## src/rtl/dcache_pkg.sv

```systemverilog
// dcache_pkg: shared FSM encoding, geometry defaults and derived field widths.
package dcache_pkg;
    localparam int LINES_DEF = 16;
    localparam int WORDS_DEF = 4;
    localparam int OFFSET_W = $clog2(WORDS_DEF);
    localparam int INDEX_W = $clog2(LINES_DEF);
    localparam int TAG_W = 30 - OFFSET_W - INDEX_W;
    typedef enum logic [2:0] {IDLE, LOOKUP, REFILL, WRITE, DONE} state_t;
endpackage

```

## src/rtl/dcache_data_array.sv

```systemverilog
// dcache_data_array: LINES*WORDS x 32 data store, one sync write port, one async read port.
// Ports: clock; we/waddr/wdata write port; raddr/rdata combinational read port.
module dcache_data_array
    import dcache_pkg::*;
#(
    parameter int LINES = LINES_DEF,
    parameter int WORDS = WORDS_DEF,
    localparam int AW = $clog2(LINES * WORDS)
) (
    input  logic          clock,
    input  logic          we,
    input  logic [AW-1:0] waddr,
    input  logic [31:0]   wdata,
    input  logic [AW-1:0] raddr,
    output logic [31:0]   rdata
);
    logic [31:0] mem [LINES*WORDS];
    always_ff @(posedge clock) begin
        if (we) mem[waddr] <= wdata;
    end
    assign rdata = mem[raddr];
endmodule

```

## src/rtl/dcache_ctrl.sv

```systemverilog
// dcache_ctrl: direct-mapped, write-through, no-write-allocate data cache controller.
// Ports: clock/reset; cpu_* MEM-stage request/response with busy stall; flush invalidates
// all lines in IDLE; mem_* level request to backing memory completed by a one-cycle mem_ack;
// hit_count/miss_count saturating read hit/miss counters.
module dcache_ctrl
    import dcache_pkg::*;
#(
    parameter int LINES = LINES_DEF,
    parameter int WORDS = WORDS_DEF
) (
    input  logic        clock,
    input  logic        reset,
    input  logic        cpu_req,
    input  logic        cpu_we,
    input  logic [31:0] cpu_addr,
    input  logic [31:0] cpu_wdata,
    output logic [31:0] cpu_rdata,
    output logic        cpu_ready,
    output logic        cpu_busy,
    input  logic        flush,
    output logic        mem_req,
    output logic        mem_we,
    output logic [31:0] mem_addr,
    output logic [31:0] mem_wdata,
    input  logic [31:0] mem_rdata,
    input  logic        mem_ack,
    output logic [15:0] hit_count,
    output logic [15:0] miss_count
);
    localparam int OW = $clog2(WORDS);
    localparam int IW = $clog2(LINES);
    localparam int TW = 30 - OW - IW;

    state_t state, next;
    logic [29:0] addr_q;
    logic we_q;
    logic [31:0] wdata_q;
    logic [TW-1:0] tags [LINES];
    logic [LINES-1:0] valid;
    logic [OW-1:0] cnt;
    logic [TW-1:0] tag;
    logic [IW-1:0] idx;
    logic [OW-1:0] off;
    logic hit, last, accept, arr_we;
    logic [31:0] arr_rdata;
    logic unused_addr_bits;

    assign unused_addr_bits = ^cpu_addr[1:0];
    assign tag = addr_q[29 -: TW];
    assign idx = addr_q[OW +: IW];
    assign off = addr_q[OW-1:0];
    assign hit = valid[idx] && tags[idx] == tag;
    assign last = cnt == OW'(WORDS - 1);
    assign accept = state == IDLE && cpu_req && !flush;

    always_comb begin
        next = state;
        case (state)
            IDLE:    next = accept ? LOOKUP : IDLE;
            LOOKUP:  next = we_q ? WRITE : (hit ? DONE : REFILL);
            REFILL:  next = (mem_ack && last) ? DONE : REFILL;
            WRITE:   next = mem_ack ? DONE : WRITE;
            default: next = IDLE;
        endcase
    end

    always_comb begin
        cpu_ready = state == DONE;
        cpu_busy = state != IDLE;
        mem_req = state == REFILL || state == WRITE;
        mem_we = state == WRITE;
        mem_addr = state == REFILL ? {tag, idx, cnt, 2'b00} : (state == WRITE ? {addr_q, 2'b00} : 32'd0);
        mem_wdata = state == WRITE ? wdata_q : 32'd0;
        // store updates the cached word only when the line already holds it
        arr_we = mem_ack && (state == REFILL || (state == WRITE && hit));
    end

    dcache_data_array #(.LINES(LINES), .WORDS(WORDS)) u_data (
        .clock(clock),
        .we(arr_we),
        .waddr({idx, state == REFILL ? cnt : off}),
        .wdata(state == REFILL ? mem_rdata : wdata_q),
        .raddr({idx, off}),
        .rdata(arr_rdata)
    );

    always_ff @(posedge clock) begin
        if (accept) begin
            addr_q <= cpu_addr[31:2];
            we_q <= cpu_we;
            wdata_q <= cpu_wdata;
        end
        if (!reset && state == REFILL && mem_ack && last) tags[idx] <= tag;
    end

    always_ff @(posedge clock) begin
        if (reset) begin
            state <= IDLE;
            valid <= '0;
            cnt <= '0;
            hit_count <= '0;
            miss_count <= '0;
            cpu_rdata <= '0;
        end else begin
            state <= next;
            if (state == IDLE && flush) valid <= '0;
            if (state == LOOKUP && !we_q) begin
                if (hit) begin
                    cpu_rdata <= arr_rdata;
                    hit_count <= hit_count + 16'(hit_count != 16'hFFFF);
                end else begin
                    // invalidate up front so a partially refilled line never looks valid
                    valid[idx] <= 1'b0;
                    cnt <= '0;
                    miss_count <= miss_count + 16'(miss_count != 16'hFFFF);
                end
            end
            if (state == REFILL && mem_ack) begin
                cnt <= cnt + 1'b1;
                if (cnt == off) cpu_rdata <= mem_rdata;
                if (last) valid[idx] <= 1'b1;
            end
        end
    end
endmodule

```

## config.mk

```make
export PLATFORM = sky130hd
export DESIGN_NAME = dcache_ctrl
export DESIGN_NICKNAME = d
export VERILOG_FILES = /design/src/rtl/dcache_pkg.sv /design/src/rtl/dcache_data_array.sv /design/src/rtl/dcache_ctrl.sv
export SDC_FILE = /design/constraint.sdc
export NUM_CORES = 2
export LEC_CHECK = 0
export CAP_MARGIN = 20
export CORE_ASPECT_RATIO = 1.2
export CORE_MARGIN = 8
export CORE_UTILIZATION = 55
export DETAILED_ROUTE_END_ITERATION = 8
export PLACE_DENSITY = 0.73
export SYNTH_ARGS = -nofsm -noshare
export SYNTH_HDL_FRONTEND = slang
export SYNTH_SLANG_ARGS = --single-unit
```

## constraint.sdc

```tcl
create_clock -name clock -period 18.15 [get_ports clock]
set_input_delay 1.815 -clock clock [delete_from_list [all_inputs] [get_ports clock]]
set_output_delay 1.815 -clock clock [all_outputs]
set_load 0.03 [all_outputs]
```

==> results.md <==
- Outcome: finished, final reports clean
- Relative slew slack: 20.6%
- Vias/cell: 6.65
- Seq/Total Area, Yosys: 76.3%
- Clock latency on the worst-skew pair: 0.90 ns
- Floorplan core area: 0.182 mm2
- Final Cycle Share: 39.4%
- Hold path startpoint: miss_count[6]
- CTS clk-pin slew, worst paths: 0.06 ns
- Initial DRT Pass Iterations: 7
- FF+latch area: 0.0768 mm2
- Area leader, netlist: edfxtp_1
- CP Capture Type: flop
- Total global-route track usage: 25.7%
- Hold path cells: 2
- Number of fill cells in the layout: 12000
- Clock power frac: 39.5%
- Simple-Gate Fraction of Synth Area: 2.80%
- Post-CTS Setup Inserts: 0
- Worst stage delay on the critical path: 0.86 ns
- Synth Area in Adders: 0.0622%
- Seq pwr share: 52.9%
- Setup TNS: 0 ns
- Number of global-route vias before repair: 50700
- Mean post-synth cell area: 22.0 um2
- Area Overhead vs Synth: 13.9%
- Synth top area share: 74.5%
- Hold-fix buffers, CTS: 0
- Most frequent cells in the layout: 2495 x edfxtp_1, 706 x mux4_2, 234 x clkbuf_16
- Slowest-stage cell, CP: nor3_2
- Layout cell share with drive strength beyond 1: 27.1%
- Worst hold path class: flop to flop
- Fmax: 140 MHz
- # port buffers: 229
- Pwr Total: 12500 uW
- Clock sink count: 2586
- Final nets: 5053
- Wire length per cell after detailed routing: 34.0 um
- Final wirelength: 258 mm
- Fin. max-slew vios: 0
- Post-synth EDFFs: 2495
- Maxcap violations: 0
- Post-DP HPWL: 141 mm
- Die H: 484 um
- Sw power: 2820 uW
- CP startpoint kind: flop
- DRC: 0
- Initial Utilization: 55.1%
- Gpl congestion: 0.865
- Post-layout util: 62.8%
- Total gr overflow: 0
- Worst path most repeated cell: buf_4
- Die X: 406 um
- Clock buffers created by TritonCTS: 234
- RSZ-0062 raised after global routing: false
- Comb power frac: 7.7%
- Top FF cell, synth: edfxtp_1
- CTS H-tree depth: 4
- Worst-Margin Slew: 1.19 ns
- Clock skew: 0.0815 ns
- Largest net degree at the start of global routing: 131
- Worst slack at placement: 11.15 ns
- Mapped Cells: 4577
- Synth Area in Compound Gates: 1.91%
- Peak supply drop: 0.107 mV
- Ranking of synthesized cells by area: edfxtp_1 75%, mux4_2 16%, dfxtp_1 1.8%, mux2i_1 0.96%, clkbuf_1 0.72%
- Post_cts resized: 0
- Sw Ratio: 22.5%
- Commonest non-fill, non-tap cell in the layout: edfxtp_1
- Post-DRT Antenna Nets: 0
- Post-Syn Area: 0.101 mm2
- CTS tree: built
- Hold Vio Cnt, Final: 0
- First-pass GRT wire length: 363 mm
- I/O pin count: 234
- Pwr Density: 109 mW/mm2
- Root Driver: clkbuf_16
- Maximum fanout along the worst path: 72
- Routed vias: 50500
- Worst Hold Path EP: miss_count[6]
- Lkg Pwr: 0.0359 uW
- Worst-path cell chain: buf_4, buf_12, mux4_2, mux2i_1, o21ai_0, a22o_1, or4_1, or4_1, nor4_4, buf_4, a31oi_4, buf_4, nor3_2, buf_4
- Post-synthesis mux area share: 17.4%
- R2R Path End: u_data.mem[19][26]
- XOR/XNOR share of the synthesized area: 0.279%
- Largest family of logic cells by synthesized area: multiplexers
- Pint: 9720 uW
- R2R Setup Slk: 11.01 ns
- Synth Register Bits: 2586
- 1st-iter DRT viols: 6949
- Maximum buffer depth of the clock tree: 3
- Num rows: 172
- Setup violators final: 0
- CP Data Required Time: 18.64 ns
- CP arrival: 7.63 ns
- Ys async rst share: 0%
- Min Clock Period, post-route: 7.14 ns
- Reg2Reg Depth: 14
- Setup WS post-layout: 11.01 ns
- Cell Count, Final, Fillers Out: 7594
- Area of the multi-input gates: 0.0231 mm2
- Crit path kind: flop to flop
- Ys Warns: 0
- Synth unique cells: 77
- Post-Place Cells: 7142
- DIE AREA: 0.197 mm2
- Initial antenna violation count: 17
Yosys cell counts, types with 11 or more instances:
cell	count
a21oi_1	59
nand3b_1	11
xor2_1	17
mux2i_1	96
edfxtp_1	2495
o22ai_1	22
buf_1	36
buf_4	19
nand3_1	23
nor2_1	135
a22oi_1	62
buf_2	22
clkbuf_1	193
and3_1	14
o211a_1	33
mux2_2	49
inv_1	21
nor2b_1	17
nor3_1	80
and2_1	64
nand2_1	85
dfxtp_1	91
nand2b_1	12
or4_1	42
nand4_1	15
xnor2_1	15
mux4_2	706
worst max-delay path: cells and delay by family, from the launching register on:
family                 cells  cell delay, ns
AO/OA/AOI/OAI              3            0.48
buffers and inverters      5            2.48
flip-flops                 1            0.66
multiplexers               2            0.84
AND/OR/NAND/NOR            4            2.08
how the worst max path moves through the flow:
stage / start / end / slack (ns) / cells after the start
floorplan: flop / u_data.mem[11][0] / 12.32 / 12
global placement: flop / u_data.mem[17][1] / 11.21 / 14
detailed placement: flop / u_data.mem[19][14] / 11.15 / 14
CTS: flop / u_data.mem[19][26] / 11.07 / 14
global route: flop / u_data.mem[17][10] / 10.84 / 14
finish: flop / u_data.mem[19][26] / 11.01 / 14
flip-flops by register name, summed over array words and instances (netlist names), named ones only:
name,count
valid,16
cpu_rdata,32
wdata_q,32
miss_count,16
state,3
cnt,2
tags,384
addr_q,30
u_data.mem,2048
hit_count,16
we_q,1
metal layers:
metal | vias up | global-route usage, % | part of all wire, %
met4 | 6 | 9.99 | 4.2
met2 | 3369 | 42.2 | 49
li1 | 20100 | - | -
met3 | 514 | 6.60 | 12
met5 | - | 0 | 0.016
met1 | 26600 | 33.4 | 35
power groups by stage:
stage	Sequential [uW]	Clock (uW)	Combinational, uW
after floorplan	6730	0	603
after global placement	6750	0	930
after detailed placement	6750	0	946
after CTS	6620	5000	952
after global routing	6620	5220	996
final	6620	4950	961
through the flow:
stage          hold slack, ns  cell area, um2
2_1_floorplan           0.479          101000
6_report                0.502          115000
4_1_cts                 0.501          114000
3_3_place_gp            0.475          107000
5_1_grt                 0.517          115000
3_5_place_dp            0.490          107000
final cells by class:
| cell class | count | share of cell area (%) |
|---|---|---|
| Inverter | 23 | 0.0765 |
| Tap cell | 2436 | 2.66 |
| Timing Repair Buffer | 405 | 3.34 |
| Multi-Input combinational cell | 1696 | 20.1 |
| Sequential cell | 2586 | 67.0 |
| Clock buffer | 275 | 5.26 |
| Clock inverter | 158 | 1.48 |
| Antenna cell | 15 | 0.0328 |
cell families after synthesis:
| logic type | count (synthesis) |
|---|---|
| other | 1 |
| adders and majority gates | 5 |
| muxes | 855 |
| and+or+nand+nor | 538 |
| buffers and inverters | 296 |
| AOI/OAI and AO/OA | 264 |
| DFF | 2586 |
| xor gates and xnor gates | 32 |
No activity file was read; power rests on OpenSTA's default activity.
